`src/rtl/guess_checker_seq.sv`:
```
// Sequential N-digit guess checker: counts exact and partial (multiset) hits over
// DIGITS+2 cycles and tracks attempts, win and game-over for one game.
module guess_checker_seq #(
    parameter  int DIGITS    = 4,
    parameter  int DIGIT_W   = 4,
    parameter  int MAX_TRIES = 8,
    localparam int CNT_W     = $clog2(DIGITS + 1),
    localparam int TRY_W     = $clog2(MAX_TRIES + 1)
) (
    input  logic                      clk,
    input  logic                      rst,
    input  logic [DIGITS*DIGIT_W-1:0] input_number,
    input  logic [DIGITS*DIGIT_W-1:0] target_number,
    input  logic                      start_check,
    input  logic                      new_game,
    output logic                      busy,
    output logic                      result_valid,
    output logic [CNT_W-1:0]          exact_cnt,
    output logic [CNT_W-1:0]          partial_cnt,
    output logic [TRY_W-1:0]          tries_used,
    output logic                      win,
    output logic                      game_over
);

    localparam int IDX_W = $clog2(DIGITS);

    typedef enum logic [1:0] {IDLE, EXACT, MATCH, DONE} state_t;

    state_t                            state, state_next;
    logic [DIGITS-1:0][DIGIT_W-1:0]    guess_q, target_q;
    logic [DIGITS-1:0]                 exact_mask, used_mask;
    logic [IDX_W-1:0]                  idx;
    logic [CNT_W-1:0]                  exact_acc, partial_acc;

    logic [DIGITS-1:0]                 exact_now;
    logic [CNT_W-1:0]                  exact_sum;
    logic [DIGITS-1:0]                 claim;
    logic                              claim_hit;
    logic [TRY_W-1:0]                  tries_inc;
    logic                              accept;

    assign accept    = start_check && !game_over;
    assign busy      = (state != IDLE);
    assign tries_inc = (tries_used == TRY_W'(MAX_TRIES)) ? tries_used : tries_used + 1'b1;

    // NOTE: every variable written in always_comb gets a default first so no latch is inferred.
    always_comb begin
        exact_now = '0;
        exact_sum = '0;
        for (int i = 0; i < DIGITS; i++) begin
            exact_now[i] = (guess_q[i] == target_q[i]);
            exact_sum    = exact_sum + CNT_W'(exact_now[i]);
        end
    end

    // Lowest unused target digit equal to the current guess digit claims the partial hit.
    always_comb begin
        claim     = '0;
        claim_hit = 1'b0;
        if (!exact_mask[idx]) begin
            for (int j = 0; j < DIGITS; j++) begin
                if (!claim_hit && !used_mask[j] && (target_q[j] == guess_q[idx])) begin
                    claim[j]  = 1'b1;
                    claim_hit = 1'b1;
                end
            end
        end
    end

    always_comb begin
        state_next = state;
        case (state)
            IDLE:    if (accept) state_next = EXACT;
            EXACT:   state_next = MATCH;
            MATCH:   if (idx == IDX_W'(DIGITS - 1)) state_next = DONE;
            DONE:    state_next = IDLE;
            default: state_next = IDLE;
        endcase
        if (new_game) state_next = IDLE;
    end

    // NOTE: sequential state uses non-blocking assignments so all registers update from pre-edge values.
    always_ff @(posedge clk) begin
        if (rst) state <= IDLE;
        else     state <= state_next;
    end

    always_ff @(posedge clk) begin
        if (rst) begin
            // NOTE: the operand latches and masks are small registers, so they are reset with everything else.
            guess_q      <= '0;
            target_q     <= '0;
            exact_mask   <= '0;
            used_mask    <= '0;
            idx          <= '0;
            exact_acc    <= '0;
            partial_acc  <= '0;
            result_valid <= 1'b0;
            exact_cnt    <= '0;
            partial_cnt  <= '0;
            tries_used   <= '0;
            win          <= 1'b0;
            game_over    <= 1'b0;
        end else begin
            result_valid <= 1'b0;
            if (new_game) begin
                exact_cnt   <= '0;
                partial_cnt <= '0;
                tries_used  <= '0;
                win         <= 1'b0;
                game_over   <= 1'b0;
            end else begin
                case (state)
                    IDLE: begin
                        if (accept) begin
                            guess_q  <= input_number;
                            target_q <= target_number;
                        end
                    end
                    EXACT: begin
                        exact_mask  <= exact_now;
                        used_mask   <= exact_now;
                        exact_acc   <= exact_sum;
                        partial_acc <= '0;
                        idx         <= '0;
                    end
                    MATCH: begin
                        used_mask <= used_mask | claim;
                        if (claim_hit) partial_acc <= partial_acc + 1'b1;
                        if (idx != IDX_W'(DIGITS - 1)) idx <= idx + 1'b1;
                    end
                    DONE: begin
                        exact_cnt    <= exact_acc;
                        partial_cnt  <= partial_acc;
                        result_valid <= 1'b1;
                        tries_used   <= tries_inc;
                        if (exact_acc == CNT_W'(DIGITS)) win <= 1'b1;
                        if ((exact_acc == CNT_W'(DIGITS)) || (tries_inc == TRY_W'(MAX_TRIES)))
                            game_over <= 1'b1;
                    end
                    default: ;
                endcase
            end
        end
    end

endmodule

```
`config.mk`:
```
export PLATFORM = sky130hd
export DESIGN_NAME = guess_checker_seq
export DESIGN_NICKNAME = d
export VERILOG_FILES = /design/src/rtl/guess_checker_seq.sv
export SDC_FILE = /design/constraint.sdc
export NUM_CORES = 1
export LEC_CHECK = 0
export BUFFER_PORTS_ARGS = -buffer_cell sky130_fd_sc_hd__buf_4
export CORE_UTILIZATION = 51
export CTS_CLUSTER_DIAMETER = 80
export CTS_CLUSTER_SIZE = 10
export DETAILED_ROUTE_END_ITERATION = 8
export GPL_ROUTABILITY_DRIVEN = 0
export PLACE_DENSITY = 0.76
export SLEW_MARGIN = 40
export SYNTH_ARGS = -nofsm -noshare
export SYNTH_HDL_FRONTEND = slang
export SYNTH_SLANG_ARGS = --single-unit
```
`constraint.sdc`:
```
create_clock -name clk -period 2.3 [get_ports clk]
set_input_delay 0.23 -clock clk [delete_from_list [all_inputs] [get_ports clk]]
set_output_delay 0.23 -clock clk [all_outputs]
set_load 0.01 [all_outputs]
```
==> metrics.md <==
| Metric | Value |
|---|---|
| Gate power share | 16.2% |
| Register area share after synthesis | 39.2% |
| Reg-to-Reg End | used_mask[1] |
| Vias in the first global route | 2691 |
| RSZ-0062 raised after global routing | no |
| Switching Power | 0.726 mW |
| Yosys reg bits | 63 |
| TritonCTS clock tree | done |
| Worst setup margin | 0.0509 ns |
| Required time worst endpoint | 2.56 ns |
| Synthesized Nets | 425 |
| Routing usage on met2 | 41.0% |
| Hold path cells | 3 |
| Final Util | 66.4% |
| Syn_area_per_cell | 8.51 um2 |
| Fin crit period | 2.25 ns |
| Least-Margin Pin Slew | 0.542 ns |
| Endpoints failing setup | 0 |
| CTS buffer count | 9 |
| Mapped Area | 0.00322 mm2 |
| Worst Min Path Start | target_number[1] |
| Status | completed |
| Slowest cell delay on critical path | 0.56 ns |
| Die height | 81.4 um |
| Placeable Area | 0.00599 mm2 |
| Total GRT Usage | 25.2% |
| CTS Hold Bufs | 0 |
| Post-Layout Cell Count | 514 |
| Main flop type after synthesis | dfxtp_1 |
| Synth unique cells | 47 |
| Root Driver | clkbuf_8 |
| Io pins | 50 |
| First-pass GRT wire length | 12.4 mm |
| Fin nets | 481 |
| CTS clk-pin slew, worst paths | 0.08 ns |
| Worst Setup End Kind | flip-flop |
| Post-synth EDFFs | 0 |
| Iter 0 DRT Violations | 144 |
| Routed WL | 7.48 mm |
| CP cell instances | mux4_2 > xor2_1 > a2111o_1 > or3_1 > a221oi_2 |
| Cell count after placement | 498 |
| Worst-path maximum fanout | 5 |
| Share of the synthesized area in the top cell type | 39.2% |
| Period utilization | 97.8% |
| Met3 Use GR | 5.06% |
| Clock share of power | 39.8% |
| Final max-slew violation count | 0 |
| Min Hold Slack | 0.119 ns |
| Warnings from Yosys | 0 |
| Drt first pass iters | 4 |
| Worst Setup Path Type | reg -> reg |
| GR peak layer | met2 |
| Antenna Diode Count | 0 |
| DP Wirelength | 5.50 mm |
| Largest net degree at the start of global routing | 52 |
| Count of buffers from port buffering | 49 |
| Met1 Use GR | 30.8% |
| Crit Reg-Reg Startpoint | idx[0] |
| R2r setup slk | 0.05 ns |
| Seq pwr share | 44.0% |
| Detailed-route via count | 2805 |
| Initial antenna violation count | 0 |
| Worst Path Arrival | 2.51 ns |
| FMAX | 0.445 GHz |
| Die area | 0.00663 mm2 |
| CTS max path bufs | 2 |
| Average routed wire per standard cell | 14.6 um |
| Pleak | 1.67 nW |
| Clock latency on the worst-skew pair | 0.35 ns |
| Vias/cell | 5.46 |
| Number of remaining DRC errors | 0 |
| Final hold viol count | 0 |
| Max-cap violations | 0 |
| Worst rel slew slack | 63.8% |
| Asr flop ratio synth | 0% |
| TritonCTS Sinks | 63 |
| Clk_skew | 0.0122 ns |
| FF-to-FF path depth | 5 |
| Top post-synthesis cells by area | dfxtp_1 (39%), nand2_1 (8.5%), a21oi_1 (6.2%), xnor2_1 (6.0%), mux2i_1 (5.9%) |
| Die Wd | 81.4 um |
| P_int | 1.95 mW |
| Gr ovfl total | 0 |
| Post-DRT Antenna Nets | 0 |
| Cells after synthesis | 378 |
| Hold EP | target_q[1] |
| Switch share | 27.1% |
| FP Rows | 28 |
| CTS H-tree depth | 3 |
| Share of cells above drive strength 1 | 23.9% |
| Worst Setup SP | idx[0] |
| Critical path's slowest cell | mux4_2 |
| Tightest Hold Check Type | in -> reg |
| Area leader, netlist | dfxtp_1 |
| DP Worst Slack | -0.0875 ns |
| Area grow syn2layout | 23.7% |
| Initial Util | 53.7% |
| Worst Setup Start Kind | flip-flop |
| Fillers | 513 |
| Power per standard cell area | 674 mW/mm2 |
| Max VDD drop | 0.000424 V |
## kinds of logic (layout without fill, tap and decap cells)
logic type | count (synthesis) | count (layout) | share of synthesized area, %
buf+inv | 32 | 93 | 4.05
simple gates | 151 | 151 | 21.0
fa+ha+maj | 11 | 11 | 4.51
compound gates | 61 | 61 | 11.8
xor+xnor | 34 | 34 | 9.26
mux | 26 | 26 | 10.1
flops | 63 | 63 | 39.2
## critical path: cells and delay by family, from the launching register on
kind,cells,cell delay [ns]
DFF,1,0.40
muxes,1,0.56
and+or+nand+nor,1,0.39
AOI/OAI and AO/OA,2,0.64
xor gates and xnor gates,1,0.18
## cells in the final DEF (no fill, tap or decap), types with 2 or more instances in the layout
master      netlist  routed
or3_1             4       4
mux4_2            5       5
xor2_1           12      12
mux2i_1          19      19
nand2b_1          5       5
clkinvlp_4        0       2
dfxtp_1          63      59
bufinv_16         0       2
or2_2             4       4
buf_4             0      66
clkbuf_8          0       9
nand2_1          73      73
a22oi_1           2       2
nor3_1            6       5
inv_1            11      11
clkinv_4          0       2
nor2_1           38      38
nor3b_1           4       4
a21o_1            2       2
ha_1             10      10
mux2_2            2       2
a21oi_1          40      40
nor4_2            1       2
nor2b_1           3       3
nand4_1           4       4
xnor2_1          22      20
nor4_1            4       3
dfxtp_2           0       3
o22ai_1           2       2
xnor2_2           0       2
## power by group through the flow
stage               Clock, mW  Combinational [mW]  Sequential (mW)
floorplan                   0               0.272             1.19
CTS                      1.09               0.432             1.18
finish                   1.07               0.434             1.18
global route             1.12               0.484             1.18
detailed placement          0               0.425             1.20
global placement            0               0.413             1.20
## area by class of cell
type                    count  area, um2  area share (%)
repair buffers             66        495            12.5
multi-input cells         283       1860            46.7
flip-flops and latches     63       1270            31.9
inverters                  11       41.3            1.04
clock buffers               9        124            3.12
well taps                  75       93.8            2.36
clock inverters             7       97.6            2.45
## worst max path at each step
stage | end | slack [ns] | depth (start not counted)
after floorplan | partial_acc[0] | 0.05 | 8
after global placement | used_mask[1] | 0.0004 | 5
after detailed placement | partial_acc[0] | -0.09 | 7
after CTS | partial_acc[0] | 0.01 | 7
after global routing | used_mask[1] | 0.003 | 5
final | used_mask[1] | 0.05 | 5
## what timing repair did
action,in CTS,in global routing
gates resized for setup,3,6
cloned,0,0
pin swaps,0,2
setup buffers,0,0
setup endpoints to repair,6,6
## flip-flops by register name (all words and copies together) (netlist names), 3 cells and up
signal and count:
tries_used 4, exact_acc 3, guess_q 16, target_q 16, exact_mask 4, exact_cnt 3
partial_cnt 3, used_mask 4, partial_acc 3
## cell usage after synthesis (2+ instances only)
cell       n
nand2_1   73
dfxtp_1   63
a21oi_1   40
nor2_1    38
xnor2_1   22
mux2i_1   19
clkbuf_1  16
xor2_1    12
inv_1     11
ha_1      10
nor3_1     6
mux4_2     5
nand2b_1   5
nand4_1    4
nor3b_1    4
nor4_1     4
or2_2      4
or3_1      4
nor2b_1    3
a211oi_1   2
a21o_1     2
a22oi_1    2
buf_1      2
buf_2      2
mux2_2     2
o22ai_1    2
## metal layers
| metal | up-vias | routed length, um |
|---|---|---|
| met2 | 95 | 3650 |
| met5 | - | 0 |
| met4 | 0 | 226 |
| met3 | 20 | 378 |
| met1 | 1296 | 3230 |
| li1 | 1394 | - |
## metrics by stage
| step | total power [mW] | cell area (um2) | TNS [ns] |
|---|---|---|---|
| after floorplan | 1.46 | 3220 | 0 |
| after global placement | 1.61 | 3720 | 0 |
| after detailed placement | 1.63 | 3720 | -0.313 |
| after CTS | 2.70 | 3950 | 0 |
| after global routing | 2.79 | 3980 | 0 |
| final | 2.68 | 3980 | 0 |
Note: power is estimated with default switching activity, not from simulation.
